<file path="config.mk">
export PLATFORM = sky130hd
export DESIGN_NAME = and_reduce_sequencer_flat
export DESIGN_NICKNAME = d
export VERILOG_FILES = /design/src/rtl/and_reduce_sequencer_if.sv /design/src/rtl/and_reduce_sequencer.sv /design/src/flat_wrapper.sv
export SDC_FILE = /design/constraint.sdc
export NUM_CORES = 1
export LEC_CHECK = 0
export CORE_MARGIN = 2
export CORE_UTILIZATION = 30
export CTS_CLUSTER_SIZE = 10
export DETAILED_ROUTE_END_ITERATION = 6
export PLACE_DENSITY_LB_ADDON = 0.05
export REMOVE_ABC_BUFFERS = 1
export SYNTH_ARGS = -nofsm -noshare
export SYNTH_HDL_FRONTEND = slang
export SYNTH_SLANG_ARGS = --single-unit
</file>
<file path="constraint.sdc">
create_clock -name clk -period 1.9 [get_ports clk]
set_input_delay 0.19 -clock clk [delete_from_list [all_inputs] [get_ports clk]]
set_output_delay 0.19 -clock clk [all_outputs]
set_load 0.02 [all_outputs]
</file>
<file path="src/rtl/and_reduce_sequencer_if.sv">
// Job/result handshake bundle for and_reduce_sequencer: operand input side,
// result output side and busy status.
interface and_reduce_sequencer_if #(
    parameter int unsigned WIDTH = 8
);
    logic             in_valid;
    logic             in_ready;
    logic [WIDTH-1:0] a, b, c, d, e, f, g, h;
    logic [WIDTH-1:0] q;
    logic             out_valid;
    logic             out_ready;
    logic             busy;

    modport master (
        output in_valid, a, b, c, d, e, f, g, h, out_ready,
        input  in_ready, q, out_valid, busy
    );

    modport slave (
        input  in_valid, a, b, c, d, e, f, g, h, out_ready,
        output in_ready, q, out_valid, busy
    );
endinterface

</file>
<file path="src/rtl/and_reduce_sequencer.sv">
// Time-multiplexed 8-operand reduction AND: Port_Num operands per RUN cycle
// through one shared slice, 1-bit result zero-extended onto q.
module and_reduce_sequencer #(
    parameter int unsigned Port_Num   = 2,
    parameter int unsigned WIDTH      = 8,
    parameter bit          EARLY_EXIT = 1'b0
) (
    input logic                  clk,
    input logic                  rst_n,
    and_reduce_sequencer_if.slave bus
);
    typedef enum logic [1:0] {
        IDLE,
        RUN,
        DONE
    } state_t;

    state_t           state;
    logic [WIDTH-1:0] op [8];
    logic [3:0]       idx;
    logic             acc;
    logic             slice;
    logic             res;
    logic [31:0]      idx_w;
    logic             last;

    assign idx_w = 32'(idx);
    assign last  = (idx_w + Port_Num) >= 32'd8;
    assign res   = acc & slice;

    // Indices past 7 never match, so they behave as all-ones operands.
    always_comb begin
        slice = 1'b1;
        for (int unsigned i = 0; i < 8; i++) begin
            if (i >= idx_w && i < idx_w + Port_Num) begin
                slice = slice & (&op[i]);
            end
        end
    end

    always_ff @(posedge clk or negedge rst_n) begin
        if (!rst_n) begin
            state         <= IDLE;
            idx           <= '0;
            acc           <= 1'b1;
            bus.q         <= '0;
            bus.out_valid <= 1'b0;
            bus.busy      <= 1'b0;
            bus.in_ready  <= 1'b1;
            for (int unsigned i = 0; i < 8; i++) begin
                op[i] <= '0;
            end
        end else begin
            case (state)
                IDLE: begin
                    if (bus.in_valid) begin
                        op[0]        <= bus.a;
                        op[1]        <= bus.b;
                        op[2]        <= bus.c;
                        op[3]        <= bus.d;
                        op[4]        <= bus.e;
                        op[5]        <= bus.f;
                        op[6]        <= bus.g;
                        op[7]        <= bus.h;
                        acc          <= 1'b1;
                        idx          <= '0;
                        state        <= RUN;
                        bus.in_ready <= 1'b0;
                        bus.busy     <= 1'b1;
                    end
                end
                RUN: begin
                    acc <= res;
                    idx <= idx + 4'(Port_Num);
                    if (last) begin
                        state         <= DONE;
                        bus.q         <= WIDTH'(res);
                        bus.out_valid <= 1'b1;
                        bus.busy      <= 1'b0;
                    end else if (EARLY_EXIT && !res) begin
                        state         <= DONE;
                        bus.q         <= '0;
                        bus.out_valid <= 1'b1;
                        bus.busy      <= 1'b0;
                    end
                end
                DONE: begin
                    if (bus.out_ready) begin
                        state         <= IDLE;
                        bus.q         <= '0;
                        bus.out_valid <= 1'b0;
                        bus.in_ready  <= 1'b1;
                    end
                end
                default: begin
                    state        <= IDLE;
                    bus.in_ready <= 1'b1;
                end
            endcase
        end
    end
endmodule

</file>
<file path="src/flat_wrapper.sv">
// flat-port wrapper written by rule: the top's interface ports become plain ports
module and_reduce_sequencer_flat 
#(
    parameter int unsigned Port_Num   = 2,
    parameter int unsigned WIDTH      = 8,
    parameter bit          EARLY_EXIT = 1'b0
)
  (clk, rst_n, bus_in_valid, bus_a, bus_b, bus_c, bus_d, bus_e, bus_f, bus_g, bus_h, bus_out_ready, bus_in_ready, bus_q, bus_out_valid, bus_busy);
  and_reduce_sequencer_if #(.WIDTH(WIDTH)) bus_i ();
  input logic clk;
  input logic rst_n;
  input wire logic [$bits(bus_i.in_valid)-1:0] bus_in_valid;
  input wire logic [$bits(bus_i.a)-1:0] bus_a;
  input wire logic [$bits(bus_i.b)-1:0] bus_b;
  input wire logic [$bits(bus_i.c)-1:0] bus_c;
  input wire logic [$bits(bus_i.d)-1:0] bus_d;
  input wire logic [$bits(bus_i.e)-1:0] bus_e;
  input wire logic [$bits(bus_i.f)-1:0] bus_f;
  input wire logic [$bits(bus_i.g)-1:0] bus_g;
  input wire logic [$bits(bus_i.h)-1:0] bus_h;
  input wire logic [$bits(bus_i.out_ready)-1:0] bus_out_ready;
  output wire logic [$bits(bus_i.in_ready)-1:0] bus_in_ready;
  output wire logic [$bits(bus_i.q)-1:0] bus_q;
  output wire logic [$bits(bus_i.out_valid)-1:0] bus_out_valid;
  output wire logic [$bits(bus_i.busy)-1:0] bus_busy;
  assign bus_i.in_valid = bus_in_valid;
  assign bus_i.a = bus_a;
  assign bus_i.b = bus_b;
  assign bus_i.c = bus_c;
  assign bus_i.d = bus_d;
  assign bus_i.e = bus_e;
  assign bus_i.f = bus_f;
  assign bus_i.g = bus_g;
  assign bus_i.h = bus_h;
  assign bus_i.out_ready = bus_out_ready;
  assign bus_in_ready = bus_i.in_ready;
  assign bus_q = bus_i.q;
  assign bus_out_valid = bus_i.out_valid;
  assign bus_busy = bus_i.busy;
  and_reduce_sequencer #(.Port_Num(Port_Num), .WIDTH(WIDTH), .EARLY_EXIT(EARLY_EXIT)) u_core (.clk(clk), .rst_n(rst_n), .bus(bus_i));
endmodule
</file>
After elaboration in Yosys (flattened, before gate mapping)
Cells that the tools add are included.
{"block": "word_totals", "inputBits": 68, "elab_cells": 100, "regBits": 82, "output_inout_bits": 11}
{"block": "classes", "reduce_logical": 25, "n_mux": 27, "eq_ne": 5, "addsub": 2, "n_lt_le_gt_ge": 17, "n_bitwise": 9}
{"op": "$lt A3 B32 Y1 const A", "n": 4}
{"op": "$lt A1 B32 Y1 const A", "n": 2}
{"op": "$lt A2 B32 Y1 const A", "n": 2}
{"op": "$reduce_and A8 Y1", "n": 8}
{"op": "$ge A3 B4 Y1 const A", "n": 4}
{"op": "$mux W8", "n": 2}
{"op": "$pmux W8 S2", "n": 1}
{"op": "$mux W1", "n": 14}
{"op": "$reduce_and A3 Y1", "n": 4}
{"op": "$and A1 B1 Y1", "n": 8}
{"op": "$ge A1 B4 Y1 const A", "n": 2}
{"op": "$ge A2 B4 Y1 const A", "n": 2}
{"op": "$logic_and A1 B1 Y1", "n": 8}
{"op": "$pmux W4 S2", "n": 1}
{"op": "$mux W2", "n": 3}
{"op": "$pmux W1 S2", "n": 3}
{"op": "$pmux W2 S3", "n": 1}
{"op": "$add A4 B2 Y5 const B", "n": 1}
{"op": "$ge A5 B4 Y1 const B", "n": 1}
{"op": "$add A4 B2 Y4 const B", "n": 1}
{"op": "$mux W4", "n": 1}
{"op": "$ne A2 B2 Y1 const B", "n": 2}
{"op": "$reduce_and A2 Y1", "n": 2}
{"op": "$reduce_bool A2 Y1", "n": 2}
{"op": "other kinds (6)", "n": 6}

Depth between registers and ports, before layout
Gate-level depths: netlist (run 1).
{"block": "logic_depth", "ltp_word": 21, "mapped_depth": 6, "ltp_nobuf": 6}

Worst setup path before layout (run 1)
OpenSTA, ideal clock, no wires.
{"block": "synth_timing", "path_type": "flip-flop to flip-flop", "start": "register u_core.idx[1]", "end": "register u_core.bus.q[0]", "path_buffers": 0, "period_less_slack_ps": 1464, "setup_slack_ps": 436, "required_ps": 1808, "path_stages_with_launch": 7, "setup_ps": 92, "t_arrival_ps": 1372, "path_cell_list": "dfrtp_1 -> ha_1 -> or2_1 -> a21oi_1 -> o31a_1 -> a21oi_1 -> o31ai_2"}
{"block": "synth_between", "elab_chain_len": 21, "word_cells_on_any_way": 46, "cone_classes": "1 x add/sub; 17 x order compare; 1 x eq/ne; 10 x mux; 8 x bitwise; 9 x reduce/logical"}
{"item": "from (decl)", "line": "and_reduce_sequencer.sv:20", "source": "logic [3:0] idx;"}
{"item": "from (signal assigned)", "line": "and_reduce_sequencer.sv:74", "source": "idx <= idx + 4'(Port_Num);"}
{"item": "$add A4 B2 Y5", "line": "and_reduce_sequencer.sv:28, and_reduce_sequencer.sv:35"}
{"item": "$lt A1 B32 Y1", "line": "and_reduce_sequencer.sv:35", "source": "if (i >= idx_w && i < idx_w + Port_Num) begin"}
{"item": "$logic_and A1 B1 Y1", "line": "and_reduce_sequencer.sv:35"}
{"item": "$mux W1", "line": "and_reduce_sequencer.sv:35"}
{"item": "$and A1 B1 Y1", "line": "and_reduce_sequencer.sv:36", "source": "slice = slice & (&op[i]);"}
{"item": "$mux W1", "line": "and_reduce_sequencer.sv:35"}
{"item": "$and A1 B1 Y1", "line": "and_reduce_sequencer.sv:36"}
{"item": "$mux W1", "line": "and_reduce_sequencer.sv:35"}
{"item": "(+5 left out)"}
{"item": "$mux W1", "line": "and_reduce_sequencer.sv:35"}
{"item": "$and A1 B1 Y1", "line": "and_reduce_sequencer.sv:36"}
{"item": "$mux W1", "line": "and_reduce_sequencer.sv:35"}
{"item": "$and A1 B1 Y1", "line": "and_reduce_sequencer.sv:36"}
{"item": "$mux W1", "line": "and_reduce_sequencer.sv:35"}
{"item": "$and A1 B1 Y1", "line": "and_reduce_sequencer.sv:29", "source": "assign res = acc & slice;"}
{"item": "$mux W8", "line": "and_reduce_sequencer.sv:75", "source": "if (last) begin"}
{"item": "$pmux W8 S2", "line": "and_reduce_sequencer.sv:54", "source": "case (state)"}
{"item": "to (signal assigned)", "line": "and_reduce_sequencer.sv:77", "source": "bus.q <= WIDTH'(res);"}
{"item": "to (decl)", "line": "and_reduce_sequencer_if.sv:21", "source": "output in_ready, q, out_valid, busy"}
Parallel ways exist; a longest one is shown, timed or not. The select of a mux whose other input is x is not followed.
A chain may end at the register's enable or synchronous reset.

Worst setup path after layout (run 1)
{"block": "layout_timing", "start": "register u_core.bus.in_ready", "end": "output port bus_in_ready"}
{"item": "from (decl)", "line": "and_reduce_sequencer_if.sv:21"}
{"item": "from (signal assigned)", "line": "and_reduce_sequencer.sv:49", "source": "bus.in_ready <= 1'b1;"}
{"item": "from (signal assigned)", "line": "and_reduce_sequencer.sv:68", "source": "bus.in_ready <= 1'b0;"}
{"item": "from (signal assigned)", "line": "and_reduce_sequencer.sv:92", "source": "bus.in_ready <= 1'b1;"}
{"item": "to (decl)", "line": "flat_wrapper.sv:22", "source": "output wire logic [$bits(bus_i.in_ready)-1:0] bus_in_ready;"}
No word-level cell between the ends.

==> qor.yml, run 1 <==
status: "complete, no violations"
final_area_um2: 4282
critical_path.top_delay_family: "buffers and inverters"
r2r_start: "u_core.idx[1]"
slew-limit-headroom_pct: 62.29
ir_worst_vdd_v: 0.0005753
antenna_found_initial: 0
dr.pass1.iters: 4
wl_met1_um: 2959
start_util_pct: 30.50
worstMarginPinSlew_ns: 0.5605
grt_pass1_vias: 2143
postRouteWirelength_um: 6138
seq_area_um2: 1854
htree_levels: 3
routedWlPerCell_um: 13.89
port_buffers: 71
synth_top_cell_by_area: "dfrtp_1"
cts_buffers: 9
crit_path_start_kind: "flop"
hpwl_um: 4460
grt_setup_unrepaired: "false"
r2r_slack_ns: 0.30
setup_ws_ns: 0.2362
fp.dieArea_um2: 11230
synth_area_um2: 3120
clock-skew-final_ns: 0.005877
synth_top_area_share_pct: 57.74
root_buffer: "clkbuf_8"
cts_setup_buffers: 0
dr_wl_met3_um: 436
cp_slowest_stage_delay_ns: 0.60
cts.clk_slew.worst_paths_ns: 0.08
synth_area_per_cell_um2: 14.12
clockBufferDepth: 2
cp.required_ns: 1.71
multi_input_area_um2: 1150
die_h_um: 106.0
top_layer: "met4"
postPlaceCellArea_um2: 3984
setup_tns_ns: 0
max_freq_mhz: 601.0
viasPerCell: 4.430
drive_above_1_share_pct: 17.32
hold_class: "primary input to asynchronous set/reset pin"
hold_viol_final: 0
drc: 0
clk_latency_ns: 0.34
leakagePower_nw: 1.745
syn_inst: 221
min_period_over_period_pct: 87.57
synth_top_cells_by_area: "dfrtp_1 (58%), mux2_1 (14%), mux2_2 (9.4%)"
worstPathCellList: "clkdlybuf4s50_1"
yosysSeqAreaShare_pct: 59.42
vias: 1958
wl_met2_um: 2704
fin_nets: 371
slew_violations: 0
ys_types: 33
grt_max_degree: 37
rr_worst_depth: 6
critical_path_depth: 1
max-cap-violations: 0
ios: 79
ant_nets: 0
min_period_ns: 1.664
antenna_cells: 0
cts_sinks: 74
grt_pass1_wl_um: 10340
gp_congestion: 0.7009
worstSetupPathType: "flop to output pin"
cts_tree: "done"
crit_path_end_kind: "output pin"
worstPathArrival_ns: 1.47
area_growth_pct: 37.21
num_rows: 37
yosys_warnings: 0
place_ws_ns: 0.1156
synth-seq-cells: 74
regToRegEndpoint: "u_core.bus.q[0]"
critPathBufInv: 1
dr.first_iter.drc_count: 30
cp_max_fo: 3
core_um2: 10230
grt_use_total_pct: 11.69
die_w_um: 106.0
pwr_density_cell_nw_per_um2: 1500
setup_viol_count_final: 0
final.fill_count: 970
grt_overflow_total: 0
slowest_stage: "clkdlybuf4s50_1"
where the power goes:
part / leakage [nW] / switching [W] / internal (W)
clock: 0.144 / 0.000582 / 0.00114
sequential: 0.873 / 0.000441 / 0.00239
combinational: 0.729 / 0.000775 / 0.00109
total: 1.75 / 0.00180 / 0.00462
per-layer routing:
| layer | GRT usage, % | up-vias |
|---|---|---|
| met2 | 17.65 | 52 |
| met1 | 15.37 | 952 |
| met4 | 2.820 | 0 |
| met5 | 0 | - |
| met3 | 5.273 | 4 |
| li1 | - | 950 |
what timing repair did:
item,in CTS,in global routing
gates resized for setup,0,0
endpoints found under the hold margin,26,0
hold buffers,1,0
metrics by stage:
step	total power (W)	std cells	utilization [%]	hold WS, ns
final	0.006421	442	41.85	0.3250
after floorplan	0.004068	212	-	-0.1056
after CTS	0.006538	442	41.85	0.3315
after detailed placement	0.004776	425	38.94	0.1433
after global placement	0.004742	425	38.94	0.1491
after global routing	0.006898	442	41.85	0.3630
cells in the mapped netlist:
cell,instances
dfrtp_1,72
mux2_1,38
mux2_2,26
nand4_1,16
buf_4,8
a21oi_1,6
buf_6,5
inv_1,5
nand2b_1,5
o21ai_0,5
nand2_1,4
nor2_1,4
nor4_1,3
a22o_1,2
buf_2,2
dfstp_2,2
ha_1,2
a211oi_1,1
a21o_1,1
and2_1,1
conb_1,1
nand3_1,1
nor2b_1,1
nor3b_2,1
o211ai_1,1
o22a_1,1
o22ai_1,1
o2bb2ai_1,1
o31a_1,1
o31ai_2,1
o41ai_1,1
or2_1,1
or3_1,1
sequential cells by signal, summed over array words and instances, names as in the netlist:
register              count
u_core.acc                1
u_core.bus.out_valid      1
u_core.idx                3
u_core.bus.in_ready       1
u_core.state              2
u_core.bus.busy           1
u_core.op                64
u_core.bus.q              1
layout by cell type (no fill, tap or decap), drive strengths merged:
cell / instances
or2: 1
a21oi: 6
ha: 2
o31ai: 1
nand2: 4
or3: 1
o22a: 1
o22ai: 1
dfstp: 2
nor2: 4
clkbuf: 9
nor3b: 1
o211ai: 1
mux2: 64
bufinv: 5
clkdlybuf4s50: 70
nand4: 16
a211oi: 1
o41ai: 1
o31a: 1
a21o: 1
and2: 1
clkinv: 1
o2bb2ai: 1
dlygate4sd3: 1
o21ai: 5
nor4: 3
a22o: 2
nand3: 1
dfrtp: 72
conb: 7
nor2b: 1
nand2b: 5
inv: 6
buf: 7
kinds of logic after synthesis:
kind of cell	count (synthesis)	synth area share, %
flops	74	59.42
buf+inv	20	4.651
fa+ha+maj	2	0.8018
compound gates	22	4.772
other cells	1	0.1202
mux	64	23.10
simple gates	38	7.137
final cells by class:
class	count	share of cell area [%]
Inverter	5	0.4383
Clock buffer	9	2.893
Tap cell	136	3.974
Multi-Input combinational cell	133	26.86
Sequential cell	74	43.31
Timing Repair Buffer	78	18.70
Clock inverter	7	3.828
how the worst max path moves through the flow:
| stage | startpoint | to |
|---|---|---|
| 2_1_floorplan | u_core.state[0] | u_core.op[0] |
| 3_3_place_gp | bus_in_valid | u_core.op[22] |
| 3_5_place_dp | bus_in_valid | u_core.op[17] |
| 4_1_cts | u_core.bus.in_ready | bus_in_ready |
| 5_1_grt | u_core.bus.in_ready | bus_in_ready |
| 6_report | u_core.bus.in_ready | bus_in_ready |
(Power assumes the default switching activity.)
==> run 2, diff against run 1 <==
--- a/config.mk
+++ b/config.mk
@@ -9,8 +9,10 @@
 export CORE_UTILIZATION = 30
 export CTS_CLUSTER_SIZE = 10
 export DETAILED_ROUTE_END_ITERATION = 6
+export GPL_TIMING_DRIVEN = 0
 export PLACE_DENSITY_LB_ADDON = 0.05
 export REMOVE_ABC_BUFFERS = 1
+export SLEW_MARGIN = 40
 export SYNTH_ARGS = -nofsm -noshare
 export SYNTH_HDL_FRONTEND = slang
 export SYNTH_SLANG_ARGS = --single-unit
==> qor.yml, run 2 (synthesis results as in run 1) <==
postRouteWirelength_um: 6044
min_period_over_period_pct: 90.74
grt_pass1_wl_um: 10430
ios: 79
hold_viol_final: 0
hpwl_um: 4517
pwr_density_cell_nw_per_um2: 1408
max-cap-violations: 0
die_h_um: 106.0
crit_path_end_kind: "flop"
clk_latency_ns: 0.34
status: "complete, no violations"
antenna_found_initial: 0
drive_above_1_share_pct: 17.80
slew_violations: 0
slew-limit-headroom_pct: 60.05
cts.clk_slew.worst_paths_ns: 0.08
leakagePower_nw: 1.717
core_um2: 10230
port_buffers: 71
clock-skew-final_ns: 0.009693
crit_path_start_kind: "flop"
clockPowerShare_pct: 20.8
dr.pass1.iters: 4
max_freq_mhz: 580.0
cp_slowest_stage_delay_ns: 0.48
viasPerCell: 4.452
min_period_ns: 1.724
final_cell_mix: "dfrtp_1 (72), clkdlybuf4s50_1 (70), mux2_1 (38)"
r2r_slack_ns: 0.18
post-route-util_pct: 41.34
area_growth_pct: 35.53
start_util_pct: 30.50
critPathBufInv: 3
combPwrFrac_pct: 31.4
fin_nets: 374
die_w_um: 106.0
place_ws_ns: -0.2265
antenna_cells: 0
drc: 0
clockBufferDepth: 2
ant_nets: 0
gp_congestion: 0.6762
cts_sinks: 74
hold_class: "primary input to asynchronous set/reset pin"
final_area_um2: 4229
final_common_cell: "dfrtp_1"
slowest_stage: "dfrtp_1"
worstPathCellList: "nor3b_4 -> buf_6 -> buf_6 -> buf_6 -> mux2_1"
largest_reg_flops: 64
reg.largest.list: "u_core.op x64, u_core.idx x3, u_core.state x2"
cts_tree: "done"
num_rows: 37
cpMostUsedCell: "buf_6"
power_switching_w: 0.001808
setup_viol_count_final: 0
vias: 1981
intPower_w: 0.004147
worstPathArrival_ns: 1.94
grt_overflow_total: 0
routedWlPerCell_um: 13.58
fp.dieArea_um2: 11230
cp.required_ns: 2.11
postPlaceCellArea_um2: 4008
root_buffer: "clkbuf_8"
cp_max_fo: 9
switching_share_pct: 30.36
grt_use_total_pct: 11.86
setup_ws_ns: 0.1759
hold_ws_ns: 0.3035
worstSetupPathType: "flop to flop"
setup_tns_ns: 0
worstMarginPinSlew_ns: 0.5937
cts_buffers: 9
ir_worst_vdd_v: 0.0004703
sequentialPowerShare_pct: 47.7
largest_register: "u_core.op"
htree_levels: 3
grt_pass1_vias: 2099
critical_path.top_delay_family: "buffers and inverters"
grt_max_degree: 43
grt_setup_unrepaired: "false"
dr.first_iter.drc_count: 51
run 2: cell count changes in the layout (fill, tap and decap cells not counted), sizes merged:
| cell | change |
|---|---|
| bufinv | -4 |
| buf | +3 |
| clkbuf | +2 |
| clkinvlp | +2 |
run 2: metal layers:
layer,routed length [µm],track usage (%)
met5,0,0
met1,2931,15.86
met2,2601,17.24
met4,67,3.383
met3,444,5.518
run 2: path summary, 6_finish.rpt:
check                           startpoint              end  cells after the start
max                        u_core.state[1]    u_core.op[16]                      5
max in group asynchronous            rst_n    u_core.op[16]                      3
min in group clk                  bus_c[7]    u_core.op[47]                      2
min                                  rst_n    u_core.op[48]                      2
min reg2reg                u_core.bus.busy  u_core.bus.busy                      1
max reg2reg                u_core.state[1]    u_core.op[16]                      5
run 2: power groups by stage:
stage / Sequential, W / Combinational, W / Clock, W
6_report: 0.00284 / 0.00187 / 0.00124
5_1_grt: 0.00296 / 0.00210 / 0.00138
4_1_cts: 0.00285 / 0.00191 / 0.00130
3_5_place_dp: 0.00288 / 0.00190 / 0
3_3_place_gp: 0.00288 / 0.00177 / 0
2_1_floorplan: 0.00278 / 0.00129 / 0
run 2: worst register-to-register path, delay by kind of cell, from the launching register on:
kind	cells	cell delay (ns)
buffers and inverters	3	0.50
flip-flops	1	0.48
multiplexers	1	0.33
AND/OR/NAND/NOR	1	0.29
run 2: area by class of cell:
type | count | area (µm²)
fillers | 987 | 6002
flip-flops and latches | 74 | 1854
multi-input cells | 133 | 1150
repair buffers | 81 | 832.0
well taps | 136 | 170.2
clock buffers | 11 | 141.4
clock inverters | 5 | 62.56
inverters | 5 | 18.77
run 2: timing repair:
item                                    in CTS  in global routing
buffers inserted                             1                  0
endpoints found under the setup margin      10                  0
endpoints found under the hold margin       30                  0
hold buffers                                 1                  0
resized for setup                            0                  0
run 2: through the flow:
stage / power [W] / std cells
global placement: 0.004646 / 419
finish: 0.005955 / 445
CTS: 0.006069 / 445
detailed placement: 0.004782 / 427
global route: 0.006439 / 445
floorplan: 0.004068 / 212
